==> config.mk <==
export PLATFORM = sky130hd
export DESIGN_NAME = bnn_cmd_controller
export DESIGN_NICKNAME = d
export VERILOG_FILES = /design/src/rtl/bnn_ctrl_pkg.sv /design/src/rtl/bnn_ctrl_watchdog.sv /design/src/rtl/bnn_cmd_controller.sv
export SDC_FILE = /design/constraint.sdc
export NUM_CORES = 1
export LEC_CHECK = 0
export CAP_MARGIN = 25
export CORE_MARGIN = 1
export CORE_UTILIZATION = 52
export CTS_CLUSTER_DIAMETER = 120
export DETAILED_ROUTE_END_ITERATION = 12
export PLACE_DENSITY_LB_ADDON = 0.15
export SKIP_CTS_REPAIR_TIMING = 1
export SYNTH_ARGS = -nofsm -noshare
export SYNTH_HDL_FRONTEND = slang
export SYNTH_SLANG_ARGS = --single-unit
==> constraint.sdc <==
create_clock -name clk -period 5.9 [get_ports clk]
set_input_delay 0.885 -clock clk [delete_from_list [all_inputs] [get_ports clk]]
set_output_delay 0.885 -clock clk [all_outputs]
set_load 0.05 [all_outputs]
==> src/rtl/bnn_ctrl_pkg.sv <==
// Shared types and constants for the BNN command controller.
// Holds the FSM state encoding, host-visible status codes and the
// default SPI command bytes used by bnn_cmd_controller.
package bnn_ctrl_pkg;

  typedef enum logic [2:0] {
    IDLE,
    WAIT_IMG,
    RX,
    BNN,
    RESULT,
    CLEAR
  } ctrl_state_t;

  localparam logic [3:0] ST_IDLE   = 4'h0;
  localparam logic [3:0] ST_WAIT   = 4'h1;
  localparam logic [3:0] ST_RX     = 4'h2;
  localparam logic [3:0] ST_BNN    = 4'h4;
  localparam logic [3:0] ST_RESULT = 4'h8;
  localparam logic [3:0] ST_ERROR  = 4'hE;

  localparam logic [7:0] DEF_CMD_IMG   = 8'hFE;
  localparam logic [7:0] DEF_CMD_CLEAR = 8'hFD;
  localparam logic [7:0] DEF_CMD_READ  = 8'hFC;

endpackage

==> src/rtl/bnn_ctrl_watchdog.sv <==
// Inactivity watchdog for image transfers.
// Down-counter that reloads while inactive or on restart and flags
// expiry once LOAD_VALUE consecutive active cycles pass without restart.
module bnn_ctrl_watchdog #(
  parameter int unsigned LOAD_VALUE = 1_000_000
) (
  input  logic clk,
  input  logic rst,
  input  logic enable,
  input  logic restart,
  output logic expired
);

  localparam int unsigned CNT_W = (LOAD_VALUE > 1) ? $clog2(LOAD_VALUE + 1) : 1;
  localparam logic [CNT_W-1:0] RELOAD = CNT_W'(LOAD_VALUE - 1);

  logic [CNT_W-1:0] count;

  // Reload while idle or on every accepted byte, otherwise count down to zero
  always_ff @(posedge clk) begin
    if (rst) begin
      count <= RELOAD;
    end else if (!enable || restart) begin
      count <= RELOAD;
    end else if (count != '0) begin
      count <= count - CNT_W'(1);
    end
  end

  assign expired = enable && !restart && (count == '0);

endmodule

==> src/rtl/bnn_cmd_controller.sv <==
// Command/sequencing controller between the SPI byte receiver and the
// image buffer / BNN core. Decodes commands, streams IMG_BYTES image
// bytes into the buffer, starts inference and returns the class result.
// Optional feature: define BNN_CTRL_TIMEOUT_EN to abort stalled image
// transfers after TIMEOUT_CYCLES cycles without an accepted byte.
module bnn_cmd_controller
  import bnn_ctrl_pkg::*;
#(
  parameter int unsigned DATA_W         = 8,
  parameter int unsigned IMG_BYTES      = 113,
  parameter int unsigned ADDR_W         = $clog2(IMG_BYTES),
  parameter int unsigned RESULT_W       = 4,
  parameter logic [DATA_W-1:0] CMD_IMG   = DATA_W'(DEF_CMD_IMG),
  parameter logic [DATA_W-1:0] CMD_CLEAR = DATA_W'(DEF_CMD_CLEAR),
  parameter logic [DATA_W-1:0] CMD_READ  = DATA_W'(DEF_CMD_READ),
  parameter int unsigned TIMEOUT_CYCLES = 1_000_000
) (
  input  logic                clk,
  input  logic                rst,
  input  logic [DATA_W-1:0]   rx_data,
  input  logic                rx_valid,
  output logic                rx_ready,
  output logic [DATA_W-1:0]   tx_data,
  output logic                tx_load,
  output logic [3:0]          status_code,
  output logic                buf_wr_en,
  output logic [ADDR_W-1:0]   buf_wr_addr,
  output logic [DATA_W-1:0]   buf_wr_data,
  output logic                buf_clear,
  input  logic                buf_empty,
  output logic                bnn_start,
  input  logic                result_valid,
  input  logic [RESULT_W-1:0] result_class
);

  localparam logic [ADDR_W-1:0] LAST_ADDR = ADDR_W'(IMG_BYTES - 1);

  ctrl_state_t         state;
  logic [ADDR_W-1:0]   wr_cnt;
  logic [RESULT_W-1:0] result_q;
  logic                started;
  logic                accept;
  logic                timeout_hit;
  logic                cmd_clear_req;
  logic                clear_req;

  assign accept = rx_valid && rx_ready;

`ifdef BNN_CTRL_TIMEOUT_EN
  logic wd_enable;
  assign wd_enable = (state == WAIT_IMG) || (state == RX);

  bnn_ctrl_watchdog #(
    .LOAD_VALUE (TIMEOUT_CYCLES)
  ) u_watchdog (
    .clk     (clk),
    .rst     (rst),
    .enable  (wd_enable),
    .restart (accept),
    .expired (timeout_hit)
  );
`else
  assign timeout_hit = 1'b0;
`endif

  // CLEAR command is honoured everywhere except RX, where every byte is data;
  // a watchdog expiry only matters while an image transfer is in progress
  always_comb begin
    cmd_clear_req = 1'b0;
    clear_req     = 1'b0;
    if (accept && (rx_data == CMD_CLEAR) && (state != RX)) begin
      cmd_clear_req = 1'b1;
    end
    if (cmd_clear_req || (timeout_hit && ((state == WAIT_IMG) || (state == RX)))) begin
      clear_req = 1'b1;
    end
  end

  // Main sequencing FSM with all host/buffer/BNN outputs registered
  always_ff @(posedge clk) begin
    if (rst) begin
      state       <= IDLE;
      status_code <= ST_IDLE;
      rx_ready    <= 1'b1;
      tx_data     <= '0;
      tx_load     <= 1'b0;
      buf_wr_en   <= 1'b0;
      buf_wr_addr <= '0;
      buf_wr_data <= '0;
      buf_clear   <= 1'b0;
      bnn_start   <= 1'b0;
      wr_cnt      <= '0;
      result_q    <= '0;
      started     <= 1'b0;
    end else begin
      tx_load   <= 1'b0;
      buf_wr_en <= 1'b0;
      bnn_start <= 1'b0;
      if (clear_req) begin
        state       <= CLEAR;
        status_code <= cmd_clear_req ? ST_IDLE : ST_ERROR;
        rx_ready    <= 1'b0;
        buf_clear   <= 1'b1;
        wr_cnt      <= '0;
        result_q    <= '0;
        started     <= 1'b0;
      end else begin
        unique case (state)
          IDLE: begin
            if (accept) begin
              if (rx_data == CMD_IMG) begin
                state       <= WAIT_IMG;
                status_code <= ST_WAIT;
                wr_cnt      <= '0;
                started     <= 1'b0;
              end else begin
                status_code <= ST_ERROR;
              end
            end
          end
          WAIT_IMG, RX: begin
            if (accept) begin
              buf_wr_en   <= 1'b1;
              buf_wr_addr <= wr_cnt;
              buf_wr_data <= rx_data;
              if (wr_cnt == LAST_ADDR) begin
                state       <= BNN;
                status_code <= ST_BNN;
              end else begin
                wr_cnt      <= wr_cnt + ADDR_W'(1);
                state       <= RX;
                status_code <= ST_RX;
              end
            end
          end
          BNN: begin
            if (!started) begin
              bnn_start <= 1'b1;
              started   <= 1'b1;
            end else if (result_valid) begin
              result_q    <= result_class;
              state       <= RESULT;
              status_code <= ST_RESULT;
            end
          end
          RESULT: begin
            if (accept && (rx_data == CMD_READ)) begin
              tx_data <= DATA_W'(result_q);
              tx_load <= 1'b1;
            end
          end
          CLEAR: begin
            status_code <= ST_IDLE;
            if (buf_empty) begin
              state     <= IDLE;
              buf_clear <= 1'b0;
              rx_ready  <= 1'b1;
            end
          end
          default: begin
            state       <= IDLE;
            status_code <= ST_IDLE;
            rx_ready    <= 1'b1;
            buf_clear   <= 1'b0;
          end
        endcase
      end
    end
  end

endmodule

==> flow_summary_export.csv, run 1 <==
group,metric,value,unit
timing,setup_viol,0,
global_routing,grt_util_all_layers,0.213,
floorplanning,fp-row-count,21,
clocking,cts.sinks,43,
drt,drt_iter0_markers,70,
timing,worst_slew_pin_slew,0.982,ns
yosys,async_flop_share,0,
yosys,synthesis.area,1890,um^2
yosys,synth_seq_area_share,0.455,
timing,max-slew-margin-rel,0.343,
timing,hold_violations,0,
job,drv_cap,0,
setup_path,worstSetupStartpoint,"rx_data[1]",
yosys,ys_top_cells_by_area,"dfxtp_1, mux2i_1, nor2_1, nand2_1, a21oi_1",
global_routing,antenna_found_initial,0,
clocking,cts-root-buf,"clkbuf_4",
setup_path,cp.arrival,2.93,ns
pwr,seqPwrFrac,0.520,
yosys,syn_inst,206,
timing,setup_ws,3.27,ns
timing,rsz0062_at_grt,"false",
global_routing,grt_first_pass_wirelength,6600,um
yosys,avgSynthCellArea,9.18,um^2
place,dp_hpwl,2660,um
final_layout,register_area,861,um^2
clocking,clock_latency,0.35,ns
yosys,synth-edff-count,0,
pwr,switchingPower,0.121,mW
global_routing,overflow,0,
floorplanning,die_height,62.3,um
clocking,tritoncts,"yes",
timing,period_needed,2.63,ns
clocking,cts_inserted_buffers,5,
final_layout,final_cells,295,
timing,finalCritPeriodShare,0.446,
place,dp_cells,287,
drt,dr.pass1.iters,4,
timing,max_freq,0.380,GHz
setup_path,critical_path_required,6.20,ns
pwr,ir_drop,146,uV
clocking,clkSlewWorstSetupHoldPaths,0.13,ns
drt,routedWlPerCell,12.8,um
setup_path,cp_slowest_cell,"clkdlybuf4s50_1",
min_path,hp-class,"reg2reg",
place,place_ws,2.89,ns
timing,final.setup_skew,0.00996,ns
pwr,p_comb_frac,0.084,
yosys,dominantRegCellSynth,"dfxtp_1",
setup_path,crit_path_cell_trace,"clkdlybuf4s50_1 -> or4b_4 -> nor4_4 -> o21ai_2 -> or4_1 -> a21oi_1",
floorplanning,start_util,0.553,
drt,avgViaCountPerCell,5.36,
drt,postRouteAntennaNets,0,
pwr,p_sw_frac,0.215,
setup_path,end_kind,"register",
floorplanning,fp.dieW,62.3,um
yosys,synth_warnings,0,
global_routing,grt_max_degree,29,
floorplanning,die_area,3880,um^2
global_routing,grt_pass1_vias,1480,
pwr,p_int,0.444,mW
place,port_buffers,44,
final_layout,nFillCells,280,
pwr,power_frac_clock,0.396,
status,status,"finished, final reports clean",
yosys,yosys_register_bits,43,
setup_path,worstSetupPathType,"in2reg",
yosys,synth_top_area_frac,0.455,
clocking,clockBufferDepth,2,
min_path,hp-start,"buf_clear$_SDFFE_PP0P_",
pwr,p_per_area,232,nW/um^2
clocking,cts-htree-levels,2,
drt,routed_wirelength,3790,um
setup_path,r2r_slack,3.47,ns
yosys,yosys.area.top_type,"dfxtp_1",
setup_path,crit_fanout,10,
final_layout,area_growth,28.5,%
pwr,p_leak,0.880,nW
floorplanning,core,3420,um^2
yosys,ys_types,40,
drt,vias,1580,
floorplanning,io_pins,49,
setup_path,rr_startpoint,"state[0]$_SDFFE_PP0P_",
final_layout,final_common_cell,"clkdlybuf4s50_1",
timing,setup_tns,0,ns
final_layout,drive_gt1_frac,0.0643,
final_layout,mostFrequentLayoutCells,"clkdlybuf4s50_1, dfxtp_1, nor2_1",
final_layout,multiInputGateArea,947,um^2
drt,drc,0,
final_layout,final_nets,267,
final_layout,diodes,0,
timing,final_max_slew_viol_count,0,
setup_path,cp-start-kind,"input pin",
setup_path,slowest_delay,0.54,ns
place,gp_congestion,0.821,
==> cell type report <==
type	count	share of cell area
multi-input cells	149	0.390
flip-flops and latches	43	0.354
repair buffers	45	0.184
clock inverters	2	0.0247
well taps	46	0.0237
clock buffers	6	0.0170
inverters	4	0.00618
==> state kept, by name (all words and copies together) (netlist names) <==
register	cells
bnn_start	1
buf_clear	1
buf_wr_addr	7
buf_wr_data	8
buf_wr_en	1
result_q	4
rx_ready	1
started	1
state	3
status_code	4
tx_data	4
tx_load	1
wr_cnt	7
==> final timing paths <==
path	end	cells past startpoint
worst max-delay path	wr_cnt[5]$_SDFFE_PP0P_	6
worst min-delay path	buf_clear$_SDFFE_PP0P_	2
worst max register to register	buf_wr_data[2]$_SDFFE_PP0P_	5
worst min register to register	buf_clear$_SDFFE_PP0P_	2
==> cell usage after synthesis (3+ instances only) <==
cell	n
nor2_1	37
nand2_1	16
clkbuf_1	6
nor3_1	5
o21ai_0	5
nand4_1	5
nand2b_1	4
dfxtp_1	43
a31oi_1	4
buf_4	6
a21oi_1	9
inv_1	3
mux2i_1	26
and2_1	3
==> critical path, delay by kind of cell <==
family | cells | cell delay [ns]
and+or+nand+nor | 3 | 1.19
AOI/OAI and AO/OA | 2 | 0.31
buffers and inverters | 1 | 0.54
==> power groups by stage <==
stage          Clock (mW)  Sequential [mW]  Combinational, mW
6_report            0.224            0.294             0.0474
5_1_grt             0.240            0.294             0.0508
3_3_place_gp            0            0.300             0.0470
3_5_place_dp            0            0.300             0.0474
2_1_floorplan           0            0.307             0.0236
4_1_cts             0.227            0.294             0.0476
==> per-stage QoR <==
stage | cell area (um^2) | hold slack (ns) | utilization | total power, mW
after global routing | 2430 | 0.503 | 0.711 | 0.585
final | 2430 | 0.461 | 0.711 | 0.565
after floorplan | 1900 | 0.460 | - | 0.331
after CTS | 2430 | 0.465 | 0.711 | 0.569
after detailed placement | 2330 | 0.448 | 0.682 | 0.348
after global placement | 2330 | 0.442 | 0.682 | 0.347
==> routing by layer <==
metal  vias to the layer above  global-route usage  part of all wire
li1                        795                   -                 -
met1                       721               0.276              0.47
met2                        58               0.343              0.44
met3                         6              0.0570             0.070
met4                         0              0.0698             0.015
met5                         -                   0                 0
==> cell families (layout without fill, tap and decap cells) <==
family / count (synthesis) / count (layout) / synth area share
AO/OA/AOI/OAI: 31 / 31 / 0.113
AND/OR/NAND/NOR: 83 / 83 / 0.215
adder cells (fa/ha/maj): 2 / 2 / 0.0132
flip-flops: 43 / 43 / 0.455
buffers and inverters: 17 / 57 / 0.0496
multiplexers: 26 / 26 / 0.138
XOR/XNOR: 3 / 3 / 0.0139
other: 1 / 4 / 0.00198
Note: power is estimated with default switching activity, not from simulation.
==> inputs of run 2 (changes only) <==
Settings changed: CORE_UTILIZATION 52 to 48.
Clock period 5.9 ns to 2.75 ns, I/O delays scaled along.
==> run 2 against run 1 <==
Against the previous run:
- non-clock buffer count up 5
- die area up 8.1%
- sequential share of layout area down 0.56 points
- critical endpoint unchanged
- highest routed layer unchanged
- critical path depth unchanged
- count of clock-buffer cells in the layout up 2
==> flow_summary_export.csv, run 2 (synthesis results as in run 1) <==
group,metric,value,unit
status,status,"finished, final reports clean",
clocking,cts_inserted_buffers,5,
setup_path,end_kind,"register",
place,dp_hpwl,2820,um
timing,setup_viol,0,
floorplanning,fp-row-count,22,
timing,hold_violations,0,
final_layout,largest_reg_flops,8,
timing,max-slew-margin-rel,0.632,
pwr,p_leak,0.906,nW
place,port_buffers,44,
final_layout,final_cells,302,
clocking,cts.sinks,43,
global_routing,grt_max_degree,16,
setup_path,r2r_cells,6,
final_layout,register_area,861,um^2
min_path,whs_path_depth,2,
drt,met3WireLength,263,um
drt,highest_layer,"met4",
final_layout,diodes,0,
place,gp_congestion,0.876,
place,dpl_cell_area,2370,um^2
final_layout,final_common_cell,"clkdlybuf4s50_1",
min_path,holdPathEnd,"buf_clear$_SDFFE_PP0P_",
pwr,ir_drop,242,uV
drt,routed_wirelength,3890,um
drt,drc,0,
setup_path,critical_path_required,2.98,ns
drt,avgViaCountPerCell,5.30,
clocking,cts-root-buf,"clkbuf_8",
place,place_ws,0.177,ns
setup_path,r2r_slack,0.56,ns
timing,setup_ws,0.495,ns
global_routing,grt_first_pass_wirelength,6520,um
final_layout,drive_gt1_frac,0.0827,
drt,routedWlPerCell,12.9,um
floorplanning,core,3720,um^2
setup_path,rr_startpoint,"state[1]$_SDFFE_PP0P_",
clocking,cts-htree-levels,2,
clocking,clockBufferDepth,2,
global_routing,antenna_found_initial,0,
clocking,clkSlewWorstSetupHoldPaths,0.08,ns
floorplanning,die_area,4190,um^2
drt,vias,1602,
place,dp_cells,294,
floorplanning,die_height,64.8,um
global_routing,grt_util_all_layers,0.204,
final_layout,final_nets,272,
setup_path,cp.arrival,2.48,ns
timing,max_freq,0.444,GHz
final_layout,design_area,2470,um^2
min_path,hp-class,"reg2reg",
drt,postRouteAntennaNets,0,
timing,setup_tns,0,ns
floorplanning,fp.dieW,64.8,um
setup_path,crit_fanout,10,
drt,drt_iter0_markers,96,
timing,period_needed,2.25,ns
timing,rsz0062_at_grt,"false",
setup_path,worstSetupPathType,"in2reg",
setup_path,r2r-end,"buf_wr_addr[2]$_SDFFE_PP0P_",
final_layout,area_growth,30.6,%
final_layout,mostFrequentLayoutCells,"clkdlybuf4s50_1, dfxtp_1, nor2_1",
drt,drt-met1-wl,1880,um
final_layout,nFillCells,311,
setup_path,cp-start-kind,"input pin",
drt,dr.pass1.iters,4,
clocking,clock_latency,0.30,ns
final_layout,largestRegisters,"buf_wr_data (8), buf_wr_addr (7), wr_cnt (7)",
pwr,p_per_area,471,nW/um^2
final_layout,multiInputGateArea,947,um^2
timing,final.setup_skew,0.00433,ns
job,drv_cap,0,
min_path,hp-start,"buf_clear$_SDFFE_PP0P_",
clocking,tritoncts,"yes",
global_routing,grt_pass1_vias,1450,
drt,route.met2.wl,1680,um
floorplanning,io_pins,49,
timing,worst_slew_pin_slew,0.550,ns
floorplanning,start_util,0.509,
timing,final_max_slew_viol_count,0,
final_layout,top_register,"buf_wr_data",
global_routing,overflow,0,
timing,finalCritPeriodShare,0.820,
## run 2: changes by cell type in the layout (fill, tap and decap cells not counted), sizes merged
cell / before / now
bufinv: 2 / 0
clkbuf: 6 / 8
buf: 1 / 6
## run 2: how the worst max path moves through the flow
stage                                     start                     end  slack [ns]  cells after the start
after global routing                 rx_data[1]  wr_cnt[5]$_SDFFE_PP0P_        0.40                      6
after floorplan           state[1]$_SDFFE_PP0P_  wr_cnt[5]$_SDFFE_PP0P_        0.80                      6
after CTS                            rx_data[1]  wr_cnt[5]$_SDFFE_PP0P_        0.49                      6
final                                rx_data[1]  wr_cnt[5]$_SDFFE_PP0P_        0.50                      6
after global placement               rx_data[1]  wr_cnt[5]$_SDFFE_PP0P_        0.26                      6
after detailed placement             rx_data[1]  wr_cnt[5]$_SDFFE_PP0P_        0.18                      6
## run 2: cell type report
cell class	instances	area share
Multi-Input combinational cell	149	0.384
Sequential cell	43	0.349
Timing Repair Buffer	50	0.197
Clock buffer	8	0.0405
Tap cell	48	0.0243
Inverter	4	0.00608
## run 2: per-layer routing
layer | vias up | global-route usage
met2 | 55 | 0.301
met3 | 7 | 0.0599
met1 | 741 | 0.274
met5 | - | 0
li1 | 799 | -
met4 | 0 | 0.0861
## run 2: where the power goes
part / internal, mW / total, mW / leakage (nW) / switching, mW
sequential: 0.627 / 0.630 / 0.347 / 0.00300
clock: 0.229 / 0.429 / 0.0515 / 0.200
combinational: 0.0419 / 0.104 / 0.508 / 0.0620
total: 0.898 / 1.16 / 0.906 / 0.265
## run 2: critical path, cell delays in order
cell and delay [ns]:
clkdlybuf4s50_1 0.55, or4b_4 0.51, nor4_4 0.20, o21ai_2 0.18
or4_1 0.49, a21oi_1 0.15
## run 2: stage by stage
step                      hold slack (ns)  total power, mW   util
after detailed placement            0.464            0.748  0.637
final                               0.463             1.16  0.664
after floorplan                     0.460            0.709      -
after global routing                0.504             1.21  0.664
after CTS                           0.474             1.18  0.664
after global placement              0.444            0.748  0.637
==> inputs of run 3 (changes only) <==
Settings changed: CORE_UTILIZATION 48 to 43.
Clock period 2.75 ns to 1.9 ns, I/O delays scaled along.
==> run 3 against run 2 <==
Against the previous run:
- core utilization up 0.43 points
- the run now ends with setup timing left
- worst hold slack worse by 0.044 ns
- non-clock buffer count up 28
- cell count up 9.9%
- register-to-register slack worse by 0.57 ns
- critical path depth down 1
- highest routed layer unchanged
- total power up 41%
==> flow_summary_export.csv, run 3 (synthesis results as in run 1) <==
group,metric,value,unit
status,status,"finished, violations left",
status,violations,"setup timing",
setup_path,r2r_cells,5,
global_routing,grt_pass1_vias,1564,
drt,avgViaCountPerCell,5.15,
floorplanning,start_util,0.459,
pwr,p_comb_frac,0.109,
setup_path,end_kind,"register",
pwr,ir_drop,359,uV
place,dp_cells,323,
min_path,hp-class,"in2reg",
clocking,cts.sinks,43,
setup_path,r2r-end,"wr_cnt[5]$_SDFFE_PP0P_",
pwr,p_int,1.24,mW
min_path,whs_path_depth,4,
pwr,power_frac_clock,0.337,
floorplanning,fp-row-count,23,
clocking,clkSlewWorstSetupHoldPaths,0.08,ns
timing,hold_violations,0,
timing,max_freq,0.525,GHz
final_layout,largestRegisters,"buf_wr_data (8), buf_wr_addr (7), wr_cnt (7)",
global_routing,overflow,0,
final_layout,diodes,0,
timing,setup_ws,-0.00619,ns
min_path,holdPathEnd,"buf_wr_data[1]$_SDFFE_PP0P_",
clocking,clock_latency,0.30,ns
setup_path,critPathTopFamily,"simple AND/OR/NAND/NOR gates",
setup_path,crit_path_cell_trace,"or4b_4 -> nor4_4 -> o21ai_4 -> or4_1 -> a21oi_1",
place,gp_congestion,0.852,
setup_path,slowest_delay,0.50,ns
final_layout,postLayoutCoreUtil,0.669,
global_routing,grt_util_all_layers,0.204,
drt,routedWlPerCell,13.1,um
drt,postRouteAntennaNets,0,
place,dp_hpwl,3120,um
min_path,hp-start,"rx_data[1]",
final_layout,register_area,867,um^2
drt,dr.pass1.iters,4,
floorplanning,core,4120,um^2
final_layout,top_register,"buf_wr_data",
global_routing,grt_first_pass_wirelength,7090,um
setup_path,crit_fanout,7,
global_routing,antenna_found_initial,0,
final_layout,largest_reg_flops,8,
clocking,tritoncts,"yes",
timing,worst_slew_pin_slew,0.518,ns
timing,setup_tns,-0.00619,ns
setup_path,rr_startpoint,"state[1]$_SDFFE_PP0P_",
global_routing,grt_max_degree,15,
pwr,seqPwrFrac,0.554,
setup_path,r2r_slack,-0.006,ns
final_layout,mostFrequentLayoutCells,"clkdlybuf4s50_1, dfxtp_1, nor2_1",
place,dpl_cell_area,2590,um^2
floorplanning,die_height,68.3,um
clocking,cts_inserted_buffers,5,
setup_path,worstSetupPathType,"reg2reg",
timing,finalCritPeriodShare,1.00,
pwr,p_per_area,596,nW/um^2
timing,hold_ws,0.419,ns
drt,drc,0,
pwr,power.total,1.64,mW
pwr,p_leak,1.08,nW
setup_path,cp-start-kind,"register",
final_layout,area_growth,45.5,%
final_layout,nFillCells,346,
timing,rsz0062_at_grt,"true",
clocking,cts-htree-levels,2,
drt,vias,1710,
final_layout,drive_gt1_frac,0.195,
drt,drt_iter0_markers,58,
pwr,p_sw_frac,0.245,
floorplanning,io_pins,49,
place,place_ws,-0.383,ns
setup_path,critical_path_required,2.13,ns
final_layout,final_nets,300,
timing,period_needed,1.91,ns
final_layout,final_common_cell,"clkdlybuf4s50_1",
timing,max-slew-margin-rel,0.654,
setup_path,cp.arrival,2.14,ns
floorplanning,die_area,4670,um^2
clocking,clockBufferDepth,2,
clocking,cts-root-buf,"clkbuf_8",
setup_path,critical_path_buf_inv_count,0,
drt,routed_wirelength,4330,um
pwr,switchingPower,0.402,mW
timing,setup_viol,1,
job,drv_cap,0,
final_layout,final_cells,332,
setup_path,cp_slowest_cell,"or4b_4",
final_layout,multiInputGateArea,988,um^2
timing,final_max_slew_viol_count,0,
floorplanning,fp.dieW,68.3,um
place,port_buffers,44,
timing,final.setup_skew,0.00584,ns
final_layout,design_area,2750,um^2
[run 3: cell types whose count changed in the layout (fill, tap and decap cells not counted), moves of 2 or more]
cell | previous run | this run
dlymetal6s2s_1 | 0 | 2
buf_4 | 6 | 31
clkinv_2 | 0 | 3
clkdlybuf4s50_1 | 44 | 42
dfxtp_2 | 0 | 2
dfxtp_1 | 43 | 40
clkbuf_8 | 7 | 5
[run 3: area by class of cell]
cell class / count / share of cell area
sequential: 43 / 0.315
inverter: 4 / 0.00546
multi-input combinational: 149 / 0.359
clock inverter: 3 / 0.00546
tap: 50 / 0.0227
timing repair buffer: 78 / 0.267
clock buffer: 5 / 0.0250
[run 3: worst reg2reg max path, stage by stage (launching register included)]
cell	delay, ns
dfxtp_4	0.37
or4b_4	0.50
nor4_4	0.32
o21ai_4	0.13
or4_1	0.40
a21oi_1	0.12
[run 3: how the worst max path moves through the flow]
| stage | startpoint | end | slack, ns | depth (start not counted) |
|---|---|---|---|---|
| 2_1_floorplan | state[1]$_SDFFE_PP0P_ | wr_cnt[5]$_SDFFE_PP0P_ | -0.05 | 6 |
| 3_3_place_gp | rx_data[1] | wr_cnt[5]$_SDFFE_PP0P_ | -0.36 | 6 |
| 3_5_place_dp | rx_data[1] | wr_cnt[5]$_SDFFE_PP0P_ | -0.38 | 6 |
| 4_1_cts | wr_cnt[0]$_SDFFE_PP0P_ | wr_cnt[5]$_SDFFE_PP0P_ | -0.08 | 8 |
| 5_1_grt | state[1]$_SDFFE_PP0P_ | wr_cnt[5]$_SDFFE_PP0P_ | -0.06 | 5 |
| 6_report | state[1]$_SDFFE_PP0P_ | wr_cnt[5]$_SDFFE_PP0P_ | -0.006 | 5 |
[run 3: power groups by stage]
stage | Clock, mW | Sequential [mW] | Combinational, mW
2_1_floorplan | 0 | 0.953 | 0.0735
3_3_place_gp | 0 | 0.932 | 0.173
3_5_place_dp | 0 | 0.932 | 0.173
4_1_cts | 0.567 | 0.911 | 0.174
5_1_grt | 0.605 | 0.910 | 0.191
6_report | 0.553 | 0.909 | 0.178
[run 3: per-layer routing]
layer / wire, um / GRT usage
met1: 2050 / 0.271
met2: 2000 / 0.317
met3: 218 / 0.0467
met4: 64 / 0.0781
met5: 0 / 0
